File: src/rtl/wb_arb_pkg.sv
// Shared types and helpers for the round-robin Wishbone arbiter.
package wb_arb_pkg;

  localparam int DEF_N_MASTERS = 4;
  localparam int DEF_AW        = 32;
  localparam int DEF_DW        = 32;
  localparam int DEF_TIMEOUT   = 255;

  typedef enum logic {
    IDLE = 1'b0,
    BUS  = 1'b1
  } arb_state_e;

  // Ceiling log2, usable in constant expressions; clog2(1) = 0.
  function automatic int clog2(input int value);
    int r;
    int v;
    r = 0;
    v = value - 1;
    while (v > 0) begin
      r++;
      v = v >> 1;
    end
    return r;
  endfunction

endpackage

File: src/rtl/wb_rr_arb_if.sv
// Bundled master-side and slave-side Wishbone signals of the N:1 arbiter.
interface wb_rr_arb_if
  import wb_arb_pkg::*;
#(
  parameter int N_MASTERS = DEF_N_MASTERS,
  parameter int AW        = DEF_AW,
  parameter int DW        = DEF_DW
);
  localparam int SEL_W = DW / 8;

  logic [N_MASTERS-1:0]       m_cyc_i;
  logic [N_MASTERS-1:0]       m_stb_i;
  logic [N_MASTERS-1:0]       m_we_i;
  logic [N_MASTERS*AW-1:0]    m_adr_i;
  logic [N_MASTERS*DW-1:0]    m_dat_i;
  logic [N_MASTERS*SEL_W-1:0] m_sel_i;
  logic [DW-1:0]              m_dat_o;
  logic [N_MASTERS-1:0]       m_ack_o;
  logic [N_MASTERS-1:0]       m_err_o;

  logic                       s_cyc_o;
  logic                       s_stb_o;
  logic                       s_we_o;
  logic [AW-1:0]              s_adr_o;
  logic [DW-1:0]              s_dat_o;
  logic [SEL_W-1:0]           s_sel_o;
  logic [DW-1:0]              s_dat_i;
  logic                       s_ack_i;
  logic                       s_err_i;

  logic [N_MASTERS-1:0]       grant_o;

  // Arbiter view: requests and slave responses in, routed signals out.
  modport slave (
    input  m_cyc_i, m_stb_i, m_we_i, m_adr_i, m_dat_i, m_sel_i,
    input  s_dat_i, s_ack_i, s_err_i,
    output m_dat_o, m_ack_o, m_err_o,
    output s_cyc_o, s_stb_o, s_we_o, s_adr_o, s_dat_o, s_sel_o,
    output grant_o
  );

  // Environment view: the masters and the slave surrounding the arbiter.
  modport master (
    output m_cyc_i, m_stb_i, m_we_i, m_adr_i, m_dat_i, m_sel_i,
    output s_dat_i, s_ack_i, s_err_i,
    input  m_dat_o, m_ack_o, m_err_o,
    input  s_cyc_o, s_stb_o, s_we_o, s_adr_o, s_dat_o, s_sel_o,
    input  grant_o
  );

endinterface

File: src/rtl/wb_rr_pick.sv
// Combinational rotating-priority picker: searches upward from i_last+1 (mod N).
module wb_rr_pick
  import wb_arb_pkg::*;
#(
  parameter int N_MASTERS = DEF_N_MASTERS,
  parameter int IW        = clog2(N_MASTERS)
) (
  input  logic [N_MASTERS-1:0] i_req,
  input  logic [IW-1:0]        i_last,
  output logic [N_MASTERS-1:0] o_onehot,
  output logic [IW-1:0]        o_idx,
  output logic                 o_valid
);

  logic          w_found;
  logic [IW-1:0] w_k;

  // NOTE: every variable written here gets a default first so no path leaves one unassigned (no latch).
  always_comb begin
    o_onehot = '0;
    o_idx    = '0;
    w_found  = 1'b0;
    w_k      = '0;
    for (int i = 1; i <= N_MASTERS; i++) begin
      w_k = IW'((int'(i_last) + i) % N_MASTERS);
      if (!w_found && i_req[w_k]) begin
        w_found       = 1'b1;
        o_idx         = w_k;
        o_onehot[w_k] = 1'b1;
      end
    end
  end

  assign o_valid = |i_req;

endmodule

File: src/rtl/wb_rr_arb.sv
// N-master to 1-slave Wishbone arbiter with registered round-robin grant held per CYC.
// Optional slave watchdog enabled by defining WB_ARB_TIMEOUT_EN.
module wb_rr_arb
  import wb_arb_pkg::*;
#(
  parameter int N_MASTERS      = DEF_N_MASTERS,
  parameter int AW             = DEF_AW,
  parameter int DW             = DEF_DW,
  parameter int TIMEOUT_CYCLES = DEF_TIMEOUT
) (
  input  logic        clk,
  input  logic        rst,
  wb_rr_arb_if.slave  bus
);

  localparam int IW    = clog2(N_MASTERS);
  localparam int SEL_W = DW / 8;

  arb_state_e           r_state;
  logic [N_MASTERS-1:0] r_grant;
  logic [IW-1:0]        r_gidx;
  logic [IW-1:0]        r_last;

  logic [N_MASTERS-1:0] w_pick_oh;
  logic [IW-1:0]        w_pick_idx;
  logic                 w_pick_valid;
  logic                 w_owner_cyc;
  logic                 w_timeout;

  wb_rr_pick #(
    .N_MASTERS (N_MASTERS),
    .IW        (IW)
  ) u_pick (
    .i_req    (bus.m_cyc_i),
    .i_last   (r_last),
    .o_onehot (w_pick_oh),
    .o_idx    (w_pick_idx),
    .o_valid  (w_pick_valid)
  );

  assign w_owner_cyc = bus.m_cyc_i[r_gidx];

  // NOTE: sequential state uses non-blocking assignments so every register samples pre-edge values.
  always_ff @(posedge clk or posedge rst) begin
    if (rst) begin
      r_state <= IDLE;
      r_grant <= '0;
      r_gidx  <= '0;
      r_last  <= IW'(N_MASTERS - 1);
    end else begin
      case (r_state)
        IDLE: begin
          if (w_pick_valid) begin
            r_grant <= w_pick_oh;
            r_gidx  <= w_pick_idx;
            r_state <= BUS;
          end
        end
        BUS: begin
          if (!w_owner_cyc || w_timeout) begin
            r_grant <= '0;
            r_last  <= r_gidx;
            r_state <= IDLE;
          end
        end
        default: r_state <= IDLE;
      endcase
    end
  end

`ifdef WB_ARB_TIMEOUT_EN
  localparam int CW = clog2(TIMEOUT_CYCLES + 1);

  logic [CW-1:0] r_wd_cnt;

  assign w_timeout = (r_state == BUS) && (r_wd_cnt == CW'(TIMEOUT_CYCLES));

  // Counts only stalled strobe cycles; any response or loss of ownership restarts it.
  always_ff @(posedge clk or posedge rst) begin
    if (rst) begin
      r_wd_cnt <= '0;
    end else if (r_state != BUS || bus.s_ack_i || bus.s_err_i || w_timeout) begin
      r_wd_cnt <= '0;
    end else if (bus.s_stb_o) begin
      r_wd_cnt <= r_wd_cnt + 1'b1;
    end
  end
`else
  assign w_timeout = 1'b0;
`endif

  always_comb begin
    bus.s_cyc_o = 1'b0;
    bus.s_stb_o = 1'b0;
    bus.s_we_o  = 1'b0;
    bus.s_adr_o = '0;
    bus.s_dat_o = '0;
    bus.s_sel_o = '0;
    bus.m_ack_o = '0;
    bus.m_err_o = '0;
    if (r_state == BUS) begin
      bus.s_cyc_o         = bus.m_cyc_i[r_gidx];
      bus.s_stb_o         = bus.m_stb_i[r_gidx];
      bus.s_we_o          = bus.m_we_i[r_gidx];
      bus.s_adr_o         = bus.m_adr_i[int'(r_gidx) * AW +: AW];
      bus.s_dat_o         = bus.m_dat_i[int'(r_gidx) * DW +: DW];
      bus.s_sel_o         = bus.m_sel_i[int'(r_gidx) * SEL_W +: SEL_W];
      bus.m_ack_o[r_gidx] = bus.s_ack_i;
      bus.m_err_o[r_gidx] = bus.s_err_i;
      if (w_timeout) begin
        bus.s_cyc_o         = 1'b0;
        bus.s_stb_o         = 1'b0;
        bus.m_err_o[r_gidx] = 1'b1;
      end
    end
  end

  assign bus.m_dat_o = bus.s_dat_i;
  assign bus.grant_o = r_grant;

endmodule

File: src/flat_wrapper.sv
// flat-port wrapper written by rule: the top's interface ports become plain ports
module wb_rr_arb_flat import wb_arb_pkg::*;
#(
  parameter int N_MASTERS      = DEF_N_MASTERS,
  parameter int AW             = DEF_AW,
  parameter int DW             = DEF_DW,
  parameter int TIMEOUT_CYCLES = DEF_TIMEOUT
)
  (clk, rst, bus_m_cyc_i, bus_m_stb_i, bus_m_we_i, bus_m_adr_i, bus_m_dat_i, bus_m_sel_i, bus_s_dat_i, bus_s_ack_i, bus_s_err_i, bus_m_dat_o, bus_m_ack_o, bus_m_err_o, bus_s_cyc_o, bus_s_stb_o, bus_s_we_o, bus_s_adr_o, bus_s_dat_o, bus_s_sel_o, bus_grant_o);
  wb_rr_arb_if #(.N_MASTERS(N_MASTERS), .AW(AW), .DW(DW)) bus_i ();
  input  logic clk;
  input  logic rst;
  input wire logic [$bits(bus_i.m_cyc_i)-1:0] bus_m_cyc_i;
  input wire logic [$bits(bus_i.m_stb_i)-1:0] bus_m_stb_i;
  input wire logic [$bits(bus_i.m_we_i)-1:0] bus_m_we_i;
  input wire logic [$bits(bus_i.m_adr_i)-1:0] bus_m_adr_i;
  input wire logic [$bits(bus_i.m_dat_i)-1:0] bus_m_dat_i;
  input wire logic [$bits(bus_i.m_sel_i)-1:0] bus_m_sel_i;
  input wire logic [$bits(bus_i.s_dat_i)-1:0] bus_s_dat_i;
  input wire logic [$bits(bus_i.s_ack_i)-1:0] bus_s_ack_i;
  input wire logic [$bits(bus_i.s_err_i)-1:0] bus_s_err_i;
  output wire logic [$bits(bus_i.m_dat_o)-1:0] bus_m_dat_o;
  output wire logic [$bits(bus_i.m_ack_o)-1:0] bus_m_ack_o;
  output wire logic [$bits(bus_i.m_err_o)-1:0] bus_m_err_o;
  output wire logic [$bits(bus_i.s_cyc_o)-1:0] bus_s_cyc_o;
  output wire logic [$bits(bus_i.s_stb_o)-1:0] bus_s_stb_o;
  output wire logic [$bits(bus_i.s_we_o)-1:0] bus_s_we_o;
  output wire logic [$bits(bus_i.s_adr_o)-1:0] bus_s_adr_o;
  output wire logic [$bits(bus_i.s_dat_o)-1:0] bus_s_dat_o;
  output wire logic [$bits(bus_i.s_sel_o)-1:0] bus_s_sel_o;
  output wire logic [$bits(bus_i.grant_o)-1:0] bus_grant_o;
  assign bus_i.m_cyc_i = bus_m_cyc_i;
  assign bus_i.m_stb_i = bus_m_stb_i;
  assign bus_i.m_we_i = bus_m_we_i;
  assign bus_i.m_adr_i = bus_m_adr_i;
  assign bus_i.m_dat_i = bus_m_dat_i;
  assign bus_i.m_sel_i = bus_m_sel_i;
  assign bus_i.s_dat_i = bus_s_dat_i;
  assign bus_i.s_ack_i = bus_s_ack_i;
  assign bus_i.s_err_i = bus_s_err_i;
  assign bus_m_dat_o = bus_i.m_dat_o;
  assign bus_m_ack_o = bus_i.m_ack_o;
  assign bus_m_err_o = bus_i.m_err_o;
  assign bus_s_cyc_o = bus_i.s_cyc_o;
  assign bus_s_stb_o = bus_i.s_stb_o;
  assign bus_s_we_o = bus_i.s_we_o;
  assign bus_s_adr_o = bus_i.s_adr_o;
  assign bus_s_dat_o = bus_i.s_dat_o;
  assign bus_s_sel_o = bus_i.s_sel_o;
  assign bus_grant_o = bus_i.grant_o;
  wb_rr_arb #(.N_MASTERS(N_MASTERS), .AW(AW), .DW(DW), .TIMEOUT_CYCLES(TIMEOUT_CYCLES)) u_core (.clk(clk), .rst(rst), .bus(bus_i));
endmodule
File: config.mk
export PLATFORM = sky130hd
export DESIGN_NAME = wb_rr_arb_flat
export DESIGN_NICKNAME = d
export VERILOG_FILES = /design/src/rtl/wb_arb_pkg.sv /design/src/rtl/wb_rr_arb_if.sv /design/src/rtl/wb_rr_pick.sv /design/src/rtl/wb_rr_arb.sv /design/src/flat_wrapper.sv
export SDC_FILE = /design/constraint.sdc
export NUM_CORES = 1
export LEC_CHECK = 0
export BUFFER_PORTS_ARGS = -buffer_cell sky130_fd_sc_hd__buf_2
export CAP_MARGIN = 20
export CORE_AREA = 2 2 171 173
export DETAILED_ROUTE_END_ITERATION = 7
export DIE_AREA = 0 0 173 175
export MAX_ROUTING_LAYER = met4
export SLEW_MARGIN = 20
export SYNTH_ARGS = -nofsm -noshare
export SYNTH_HDL_FRONTEND = slang
export SYNTH_SLANG_ARGS = --single-unit
File: constraint.sdc
create_clock -name clk -period 2.4 [get_ports clk]
set_input_delay 0.48 -clock clk [delete_from_list [all_inputs] [get_ports clk]]
set_output_delay 0.48 -clock clk [all_outputs]
set_load 0.1 [all_outputs]
==> results by stage <==
Clocking:
- The number of buffers inserted during clock tree synthesis is 3.
- The clock tree root buffer cell is sky130_fd_sc_hd__clkbuf_16.
- CTS built an H-tree with a depth of 1.
- The insertion delay to the later sink of the worst-skew pair is around 0.23 ns.
- Clock-pin slew was measured on the worst setup and hold paths at 0.04 ns.
- The total number of clock tree sinks is 9.
- No sink is reached through more buffers than the 2 on the longest clock path.
- TritonCTS built the clock tree.

Logic synthesis:
- After synthesis the netlist holds a flip-flop and latch count of 9.
- After synthesis, the share of cell area in mux cells is 49.9%.
- The share of the synthesized area in compound gates (AO/OA/AOI/OAI) is 7.72%.
- The main combinational cell family by area after synthesis is multiplexers.
- Of the total synthesized cell area, the portion taken by AND, OR, NAND and NOR gates is 20.2%.
- The proportion of synthesized flip-flops having asynchronous set or reset is 100%.
- Summing the areas of all fa, ha and maj instances in the mapped netlist gives 2.90% of the synthesized area.
- The yosys synthesis warning count is 0.
- The number of flops mapped to enable cells by yosys is 0.
- Of the total synthesized cell area, the portion taken by XOR and XNOR cells is 0.254%.
- After synthesis, flip-flops and latches occupy 6.60% of the total area.
- In this run the mean area of a mapped cell was between 10 and 15 µm².
- The flip-flop cell with the highest count after synthesis is sky130_fd_sc_hd__dfrtp_1.
- In the synthesized netlist, the number of instances is 322.
- The total nets after synthesis is 650.
- The mapped netlist covers ~0.0035 mm².
- The number of unique standard cell types used by synthesis is 45.

Timing:
- The worst path setup slack after routing is -0.0307 ns.
- Across all hold checks on the routed design, the worst slack comes to around 0.19 ns.
- The number of endpoints with negative hold slack in the final report is 0.
- For the final database, setup skew stands at about 0.00037 ns.
- The worst-margin pin slew is 0.485 ns.
- Setup repair after global routing could not meet its margin everywhere.
- Setup violations remaining at the end of the flow were counted as 10.
- The final critical delay including setup and external delays is 2.43 ns.
- The portion of the clock cycle consumed by the worst path in the final layout is 101%.
- For the final routed database, the setup TNS stands at -0.107 ns.
- The highest clock frequency the design can meet is 411 MHz.
- The number of slew-limit violations in the final report came to 0.
- The worst pin sits at a relative slew slack of roughly 68%.

Detailed routing:
- The wire length per cell after detailed routing is about 18 µm.
- The number of design-rule violations left by the first detailed-router iteration is 253.
- The routed layout has between 4000 and 5000 vias.
- Wires add up to a little under 20 mm.
- The detail route stage leaves a number of antenna-violating nets equal to 0.
- The length of the first detailed-routing pass in iterations is 4.
- After detailed routing, the number of remaining DRC violations is 0.
- After detailed routing, the number of vias per cell comes to 4.04.

Floorplan:
- The die extent in y is between 150 and 200 µm.
- The die is 173 µm wide.
- The floorplan has 62 rows.
- The full die area is 0.0303 mm².
- The starting density of the core is 12.2%.
- The number of primary I/O pins is 435.
- The core area is 0.0284 mm².

Outcome:
- The checks that failed: negative setup slack.
- The run finished, with violations left.

Worst setup path:
- The arrival time at the worst endpoint is 1.95 ns.
- The endpoint of the most critical register-to-register path is u_core.bus.grant_o[0].
- The endpoint type of the worst setup path is an output port.
- For the worst flop-to-flop path, the logic depth is 6.
- The signal on the critical path passes through buf_12, buf_4, mux4_2, and2_1, buf_6.
- STA puts the critical path data required time at 1.92 ns.
- The slowest cell on the critical path is sky130_fd_sc_hd__mux4_2.
- The critical path startpoint category is a flop.
- The largest incremental delay on the critical path is 0.51 ns.
- The worst reg2reg path startpoint is u_core.r_last[1].
- Across all register-to-register paths, the minimum setup slack is 0.22 ns.
- The timing startpoint of the critical path is u_core.r_gidx[0].
- In this run the worst path has a maximum fanout of 7.
- The start-to-end type of the worst setup path is flop to output port.

GRT:
- The initial antenna violation count is 7.
- The total global routing track utilization is 11.7%.
- The pin count of the biggest net entering global routing is 40.
- The first global-routing pass estimated 26.1 mm of wire.
- The number of global-route vias before repair was 4297.
- Global routing finished with a remaining overflow of 0.

Final layout:
- From synthesis to final layout, the design area changed by 97.8%.
- Of the cells placed in the final design, the portion with a size suffix greater than 1 is 80.5%.
- The share of the core filled with cells is 24.0%.
- At the end of the flow, the number of nets in the layout was 989.

Hold path:
- The path type of the worst min-delay path is input port to async pin.

Placed design:
- Port buffering added 370 buffers.
- The final estimated routing congestion in global placement is about 0.84.
- The wire-length estimate of the detail-placed layout is 15.8 mm.
- Timing analysis after detailed placement gives a worst setup slack of 0.149 ns.

Flow run:
- The number of maximum-capacitance constraint violations is 0.
placed cells by master (no fill, tap or decap), types with 2 or more instances in the layout:
cell / synthesis / final
sky130_fd_sc_hd__a21oi_1: 7 / 7
sky130_fd_sc_hd__a221o_1: 4 / 4
sky130_fd_sc_hd__a311oi_1: 4 / 4
sky130_fd_sc_hd__and2_1: 70 / 33
sky130_fd_sc_hd__and2_4: 1 / 38
sky130_fd_sc_hd__buf_12: 0 / 48
sky130_fd_sc_hd__buf_16: 0 / 3
sky130_fd_sc_hd__buf_2: 10 / 295
sky130_fd_sc_hd__buf_4: 37 / 12
sky130_fd_sc_hd__buf_6: 3 / 35
sky130_fd_sc_hd__buf_8: 0 / 2
sky130_fd_sc_hd__clkbuf_16: 0 / 6
sky130_fd_sc_hd__dfrtp_1: 7 / 4
sky130_fd_sc_hd__dfrtp_4: 0 / 2
sky130_fd_sc_hd__dfstp_2: 2 / 2
sky130_fd_sc_hd__diode_2: 0 / 3
sky130_fd_sc_hd__ha_1: 8 / 8
sky130_fd_sc_hd__inv_1: 2 / 2
sky130_fd_sc_hd__inv_2: 2 / 2
sky130_fd_sc_hd__mux2_2: 3 / 3
sky130_fd_sc_hd__mux2i_1: 5 / 5
sky130_fd_sc_hd__mux4_2: 71 / 71
sky130_fd_sc_hd__nand2_1: 12 / 12
sky130_fd_sc_hd__nand2b_1: 4 / 4
sky130_fd_sc_hd__nand3_1: 5 / 5
sky130_fd_sc_hd__nor2_1: 14 / 10
sky130_fd_sc_hd__nor2_2: 1 / 5
sky130_fd_sc_hd__nor2b_1: 4 / 4
sky130_fd_sc_hd__nor4b_1: 4 / 4
sky130_fd_sc_hd__o211ai_1: 5 / 5
sky130_fd_sc_hd__o21ai_0: 4 / 4
sky130_fd_sc_hd__or3_1: 2 / 2
metal layers:
layer | track usage, % | wire length, µm | share of wire, %
met3 | 5.53 | 2480 | 13
met5 | - | 0 | 0
met4 | 2.65 | 311 | 1.6
met1 | 13.1 | 7190 | 37
met2 | 19.0 | 9350 | 48
cell families after synthesis:
group | Yosys count
simple gates | 120
xor+xnor | 1
compound gates | 35
mux | 81
fa+ha+maj | 8
buf+inv | 68
flops | 9
cells in the mapped netlist (3+ instances only):
| master | number | area share (%) |
|---|---|---|
| sky130_fd_sc_hd__a21oi_1 | 7 | 1.0 |
| sky130_fd_sc_hd__a221o_1 | 4 | 1.2 |
| sky130_fd_sc_hd__a311oi_1 | 4 | 1.0 |
| sky130_fd_sc_hd__and2_1 | 70 | 13 |
| sky130_fd_sc_hd__buf_2 | 10 | 1.5 |
| sky130_fd_sc_hd__buf_4 | 37 | 8.0 |
| sky130_fd_sc_hd__buf_6 | 3 | 0.98 |
| sky130_fd_sc_hd__clkbuf_1 | 12 | 1.3 |
| sky130_fd_sc_hd__dfrtp_1 | 7 | 5.1 |
| sky130_fd_sc_hd__ha_1 | 8 | 2.9 |
| sky130_fd_sc_hd__mux2_2 | 3 | 0.98 |
| sky130_fd_sc_hd__mux2i_1 | 5 | 1.5 |
| sky130_fd_sc_hd__mux4_2 | 71 | 46 |
| sky130_fd_sc_hd__nand2_1 | 12 | 1.3 |
| sky130_fd_sc_hd__nand2b_1 | 4 | 0.73 |
| sky130_fd_sc_hd__nand3_1 | 5 | 0.73 |
| sky130_fd_sc_hd__nor2_1 | 14 | 1.5 |
| sky130_fd_sc_hd__nor2b_1 | 4 | 0.73 |
| sky130_fd_sc_hd__nor4b_1 | 4 | 1.0 |
| sky130_fd_sc_hd__o211ai_1 | 5 | 1.1 |
| sky130_fd_sc_hd__o21ai_0 | 4 | 0.58 |
per-stage QoR:
stage,area (µm²),std cells
after floorplan,3460,322
after global placement,5850,1031
after detailed placement,5850,1031
after CTS,6190,1039
after global routing,6820,1047
final,6820,1047
layout make-up:
cell class	instances	area, µm²
diodes	3	7.51
clock buffers	4	78.8
inverters	4	15.0
multi-input cells	245	2900
well taps	384	480
flip-flops and latches	9	236
fillers	3043	21600
repair buffers	398	3110
critical path, delay by kind of cell, from the launching register on:
family / cells / cell delay, ns
muxes: 1 / 0.51
buffers and inverters: 3 / 0.51
and+or+nand+nor: 1 / 0.19
DFF: 1 / 0.50
sequential cells by signal (all words and copies together), names as in the netlist:
| signal | flops |
|---|---|
| u_core.r_gidx | 2 |
| u_core.r_state | 1 |
| u_core.bus.grant_o | 4 |
| u_core.r_last | 2 |
worst max path at each step:
stage | to | slack (ns)
global placement | bus_s_adr_o[0] | 0.15
floorplan | bus_m_ack_o[2] | -0.22
detailed placement | bus_s_dat_o[1] | 0.15
finish | bus_s_adr_o[21] | -0.03
global route | bus_s_dat_o[4] | -0.08
CTS | bus_s_dat_o[2] | -0.1
repair_timing:
action,CTS,global route
hold buffers,0,0
setup buffers,3,2
gates cloned,1,3
endpoints found under the setup margin,62,65
gates resized for setup,68,164
Power is not shown: default switching activity piles up to over one toggle a cycle in this logic, so the estimate is an artifact.
